File: src/rtl/ws_bit_sequencer.sv
`default_nettype none
// ============================================================================
// Module      : ws_bit_sequencer
// Description : Turns a byte stream into a WS281X single-wire serial waveform.
//               Each byte is sent MSB first. Every bit lasts BIT_CLKS clocks.
//               The bit is high for T1H_CLKS (bit=1) or T0H_CLKS (bit=0) and
//               low for the rest. A LATCH_CLKS low gap follows the last byte
//               of a frame.
// Revision    : 1.0 - initial release
// ----------------------------------------------------------------------------
// Ports
//   Clock     in   system clock, rising edge
//   Reset     in   asynchronous, active-high; clears all state
//   Data[7:0] in   byte to send, MSB first
//   Last      in   Data is the final byte of the frame
//   Valid     in   Data/Last valid
//   Ready     out  block accepts Data this cycle
//   Dout      out  registered serial waveform
//   Busy      out  sequencer not idle
//   Done      out  one-cycle pulse at the end of the latch gap
//   Underrun  out  sticky: byte stream ran dry mid-frame
// Build option
//   WS_UNDERRUN_LATCH_EN : when defined, an underrun ends the frame with a
//                          normal latch gap and Done pulse. When undefined,
//                          an underrun returns straight to idle.
// ============================================================================
module ws_bit_sequencer #(
  parameter int BIT_CLKS   = 25,
  parameter int T0H_CLKS   = 7,
  parameter int T1H_CLKS   = 14,
  parameter int LATCH_CLKS = 1000,
  parameter int CNT_WIDTH  = 10
) (
  input  logic       Clock,
  input  logic       Reset,
  input  logic [7:0] Data,
  input  logic       Last,
  input  logic       Valid,
  output logic       Ready,
  output logic       Dout,
  output logic       Busy,
  output logic       Done,
  output logic       Underrun
);

  // Elaboration-time parameter checks
  if (!((T0H_CLKS > 0) && (T0H_CLKS < T1H_CLKS) && (T1H_CLKS < BIT_CLKS))) begin : g_bad_timing
    $error("ws_bit_sequencer: require 0 < T0H_CLKS < T1H_CLKS < BIT_CLKS");
  end
  if ((LATCH_CLKS < 1) || (BIT_CLKS > (2 ** CNT_WIDTH)) || (LATCH_CLKS > (2 ** CNT_WIDTH))) begin : g_bad_width
    $error("ws_bit_sequencer: CNT_WIDTH too small for BIT_CLKS/LATCH_CLKS");
  end

  // Terminal counts (counter runs 0 .. N-1)
  localparam logic [CNT_WIDTH-1:0] c_bit_last   = CNT_WIDTH'(BIT_CLKS - 1);
  localparam logic [CNT_WIDTH-1:0] c_t0h_last   = CNT_WIDTH'(T0H_CLKS - 1);
  localparam logic [CNT_WIDTH-1:0] c_t1h_last   = CNT_WIDTH'(T1H_CLKS - 1);
  localparam logic [CNT_WIDTH-1:0] c_latch_last = CNT_WIDTH'(LATCH_CLKS - 1);

  typedef enum logic [1:0] {
    ST_IDLE  = 2'd0,
    ST_HIGH  = 2'd1,
    ST_LOW   = 2'd2,
    ST_LATCH = 2'd3
  } state_t;

  state_t               r_state,    w_state_nxt;
  logic [CNT_WIDTH-1:0] r_cnt,      w_cnt_nxt;
  logic [2:0]           r_idx,      w_idx_nxt;
  logic [7:0]           r_data,     w_data_nxt;
  logic                 r_last,     w_last_nxt;
  logic                 r_underrun, w_underrun_nxt;
  logic                 r_done,     w_done_nxt;
  logic                 r_dout;
  logic                 w_ready;
  logic [CNT_WIDTH-1:0] w_high_last;

  // The bit counter spans the whole bit period; HIGH ends at the per-bit
  // high time and LOW runs on to the common bit end, so every bit has the
  // same length regardless of its value.
  assign w_high_last = r_data[r_idx] ? c_t1h_last : c_t0h_last;

  always_ff @(posedge Clock or posedge Reset) begin
    if (Reset) begin
      r_state    <= ST_IDLE;
      r_cnt      <= '0;
      r_idx      <= '0;
      r_data     <= '0;
      r_last     <= 1'b0;
      r_underrun <= 1'b0;
      r_done     <= 1'b0;
      r_dout     <= 1'b0;
    end else begin
      r_state    <= w_state_nxt;
      r_cnt      <= w_cnt_nxt;
      r_idx      <= w_idx_nxt;
      r_data     <= w_data_nxt;
      r_last     <= w_last_nxt;
      r_underrun <= w_underrun_nxt;
      r_done     <= w_done_nxt;
      // The pin follows the state one clock later, so the first high clock
      // is the one after the transfer edge.
      r_dout     <= (r_state == ST_HIGH);
    end
  end

  always_comb begin
    w_state_nxt    = r_state;
    w_cnt_nxt      = r_cnt;
    w_idx_nxt      = r_idx;
    w_data_nxt     = r_data;
    w_last_nxt     = r_last;
    w_underrun_nxt = r_underrun;
    w_done_nxt     = 1'b0;
    w_ready        = 1'b0;

    case (r_state)
      ST_IDLE: begin
        w_ready = 1'b1;
        if (Valid) begin
          w_data_nxt  = Data;
          w_last_nxt  = Last;
          w_idx_nxt   = 3'd7;
          w_cnt_nxt   = '0;
          w_state_nxt = ST_HIGH;
        end
      end

      ST_HIGH: begin
        w_cnt_nxt = r_cnt + 1'b1;
        if (r_cnt == w_high_last) begin
          w_state_nxt = ST_LOW;
        end
      end

      ST_LOW: begin
        if (r_cnt == c_bit_last) begin
          w_cnt_nxt = '0;
          if (r_idx != 3'd0) begin
            w_idx_nxt   = r_idx - 3'd1;
            w_state_nxt = ST_HIGH;
          end else if (r_last) begin
            w_state_nxt = ST_LATCH;
          end else begin
            // Final clock of the byte: accept the next byte with no gap.
            w_ready = 1'b1;
            if (Valid) begin
              w_data_nxt  = Data;
              w_last_nxt  = Last;
              w_idx_nxt   = 3'd7;
              w_state_nxt = ST_HIGH;
            end else begin
              w_underrun_nxt = 1'b1;
`ifdef WS_UNDERRUN_LATCH_EN
              w_state_nxt    = ST_LATCH;
`else
              w_state_nxt    = ST_IDLE;
`endif
            end
          end
        end else begin
          w_cnt_nxt = r_cnt + 1'b1;
        end
      end

      ST_LATCH: begin
        if (r_cnt == c_latch_last) begin
          w_cnt_nxt   = '0;
          w_done_nxt  = 1'b1;
          w_state_nxt = ST_IDLE;
        end else begin
          w_cnt_nxt = r_cnt + 1'b1;
        end
      end

      default: begin
        w_state_nxt = ST_IDLE;
        w_cnt_nxt   = '0;
      end
    endcase
  end

  assign Ready    = w_ready;
  assign Dout     = r_dout;
  assign Busy     = (r_state != ST_IDLE);
  assign Done     = r_done;
  assign Underrun = r_underrun;

endmodule
`default_nettype wire

File: config.mk
export PLATFORM = sky130hd
export DESIGN_NAME = ws_bit_sequencer
export DESIGN_NICKNAME = d
export VERILOG_FILES = /design/src/rtl/ws_bit_sequencer.sv
export SDC_FILE = /design/constraint.sdc
export NUM_CORES = 1
export LEC_CHECK = 0
export CAP_MARGIN = 20
export CORE_MARGIN = 1.5
export CORE_UTILIZATION = 34
export CTS_BUF_LIST = sky130_fd_sc_hd__clkbuf_4 sky130_fd_sc_hd__clkbuf_8
export CTS_CLUSTER_SIZE = 12
export DETAILED_ROUTE_END_ITERATION = 10
export PLACE_DENSITY_LB_ADDON = 0.3
export SLEW_MARGIN = 25
export SYNTH_ARGS = -nofsm -noshare
export SYNTH_HDL_FRONTEND = slang
export SYNTH_SLANG_ARGS = --single-unit
export TNS_END_PERCENT = 1
File: constraint.sdc
create_clock -name Clock -period 4.2 [get_ports Clock]
set_clock_uncertainty 0.1 [all_clocks]
set_input_delay 0.84 -clock Clock [delete_from_list [all_inputs] [get_ports Clock]]
set_output_delay 0.84 -clock Clock [all_outputs]
set_load 0.005 [all_outputs]
==> flow_summary.toml <==
[synth]
synth_top_family_by_area = "simple AND/OR/NAND/NOR gates"
synth_warnings = 0
ys_ff_latch = 27
synth_edf_count = 0
synth-simple-area-share_pct = 23.48
avgSynthCellArea_um2 = 10.26
muxShareOfSynthArea_pct = 10.96
synth_nets = 164
synth_cell_types = 48
synth_xor_area_share_pct = 1.730
yosysTopAreaCell = "dfrtp_1"
synth_area_um2 = 1519
yosysTopAreaCellShare_pct = 44.48
synthArstFlopShare_pct = 100.0
synth_seq_area_share_pct = 44.48
synthCells = 148
netlist_top_cells_area = "dfrtp_1 44%, mux2_2 6.7%, nand2_1 4.0%"
synth_fa_ha_area_share_pct = 3.295
ys.flop_type = "dfrtp_1"
synth_compound_area_share_pct = 12.19

[drt]
wl_met1_um = 1418
drt-initial-drc-count = 80
routedWlPerCell_um = 14.35
detail_route.wirelength_um = 3042
dr_wl_met3_um = 115
route.met2.wl_um = 1486
top_layer_used = "met4"
vias_per_cell = 5.509
drcViolationCount = 0
drt.antenna.violating_nets = 0
vias = 1168
drt_pass1_iterations = 4

[worst_setup_path]
worst_path_max_delay_cell = "or4_4"
endpoint_kind = "output port"
cp_top_family = "simple AND/OR/NAND/NOR gates"
cp_num_buf_inv = 1
cp-start-kind = "register"
timing_worst_setup_path_type = "reg2out"
cp_slowest_stage_delay_ns = 0.60
critPathMaxFanout = 8
required_ns = 3.26
crit_chain = "or4_4 -> or3_4 -> o21ai_2 -> nor2b_1 -> clkdlybuf4s50_1"
arrival_ns = 2.58

[timing]
fin_ws_ns = 0.6802
relSlewSlack_pct = 49.57
final_hold_viol_count = 0
setup_tns_ns = 0
fin_crit_ns = 3.520
finalCritPeriodShare_pct = 83.81
slew_violations = 0
fmax_mhz = 284.1
rsz0062_at_grt = "false"
tightest_slew_ns = 0.7514
setup_viol_count_final = 0

[pwr]
p_per_area_nw_per_um2 = 242.0
ir_drop_mv = 0.1570
cellLeakagePower_uw = 0.0007605

[floorplan]
rows = 24
die_h_um = 69.84
die_width_um = 69.84
dieArea_um2 = 4878
initial_core_util_pct = 35.13
coreArea_um2 = 4324
io_pins = 17

[grt]
antenna_found_initial = 0
grt_max_degree = 28
grt_pass1_wl_um = 5375
grt.overflow.total = 0
grt.total_usage_pct = 13.68
grt_pass1_vias = 1175

[final_layout]
fillers = 437
final_nets = 177
drive_gt1_share_pct = 15.00
synthToLayoutAreaGrowth_pct = 15.73
diodes = 0

[flow_run]
drv_cap = 0

[clock_network]
cts_buffer_depth = 2
cts_root_buf = "clkbuf_8"
cts_made_buffers = 3
clk_pin_slew_ns = 0.09
cts_setup_buffers = 0
cts_tree = "done"
clk_latency_ns = 0.27
cts-hold-fix-buffers = 0
cts_num_sinks = 27
cts_htree_levels = 1
cts_resized = 0

[placed_design]
routabilityCongestion = 0.8217
io_buffer_count = 16
hpwl_um = 2339
place_ws_ns = 0.9809

[hold_path]
hold_path.class = "reg2reg"

[status]
status = "completed"
[Yosys cell counts (2+ instances only)]
| library cell | instances |
|---|---|
| nor4_1 | 3 |
| mux2_2 | 9 |
| nor2_1 | 9 |
| nand4b_1 | 2 |
| o22ai_1 | 3 |
| nor2b_1 | 2 |
| nand3_1 | 2 |
| ha_1 | 4 |
| inv_1 | 7 |
| nand4_1 | 3 |
| buf_2 | 2 |
| clkbuf_1 | 6 |
| or2_2 | 2 |
| xnor2_1 | 3 |
| nand2b_1 | 4 |
| o31ai_1 | 2 |
| nand2_1 | 16 |
| and3_1 | 2 |
| nor3b_1 | 2 |
| nor3_1 | 3 |
| mux4_2 | 2 |
| o21ai_0 | 6 |
| dfrtp_1 | 27 |
| mux2i_1 | 2 |
| a2bb2oi_1 | 2 |
[registers in the layout, summed over array words and instances (netlist names)]
register / flops
r_cnt: 10
r_idx: 3
Underrun: 1
r_last: 1
r_state: 2
r_data: 8
Dout: 1
Done: 1
[layer usage]
metal / track usage (%) / vias up
li1: - / 568
met1: 17.82 / 564
met2: 23.28 / 32
met3: 3.052 / 4
met4: 2.991 / 0
met5: 0 / -
[power by group]
part	switching (µW)	internal (µW)
clock	81.0	66.5
sequential	0	260
combinational	8.42	9.78
total	89.4	336
[cells by family (layout without fill, tap and decap cells)]
family,after synthesis,count (layout)
flops,27,27
mux,13,13
xor+xnor,3,3
fa+ha+maj,4,4
simple gates,60,60
buf+inv,15,27
compound gates,26,26
[layout make-up]
class                   instances  area [µm²]  area share (%)
clock inverters                 1       5.005          0.2847
multi-input cells             106       784.5           44.63
inverters                       7       26.28           1.495
repair buffers                 16       160.2           9.110
flip-flops and latches         27       675.6           38.43
clock buffers                   3       41.29           2.349
well taps                      52       65.06           3.701
[worst paths after layout]
kind,from,end,slack (ns),cells after the start
worst max-delay path,r_cnt[6],Ready,0.68,5
worst min-delay path,Underrun,Underrun,0.39,1
worst max register to register,r_cnt[6],r_cnt[6],1.62,5
worst min register to register,Underrun,Underrun,0.39,1
max in group asynchronous,Reset,r_cnt[4],2.79,2
min in group asynchronous,Reset,r_data[6],0.83,2
[stage by stage]
step                total power (µW)  cells  area (µm²)  hold slack, ns  utilization [%]
detailed placement             283.5    208        1712          0.3863            39.58
CTS                            430.5    212        1758          0.4075            40.65
finish                         425.4    212        1758          0.3911            40.65
floorplan                      271.4    148        1519          0.3663                -
global route                   445.8    212        1758          0.4194            40.65
global placement               283.1    208        1712          0.3544            39.58
[cell usage in the layout (no fill, tap or decap), drive strengths merged, types with 4 or more instances in the layout]
cell | netlist | layout
dfrtp | 27 | 27
nand2 | 16 | 16
clkdlybuf4s50 | 0 | 16
mux2 | 9 | 9
nor2 | 9 | 9
o21ai | 8 | 8
inv | 7 | 7
nand2b | 4 | 4
ha | 4 | 4
(Power assumes the default switching activity.)
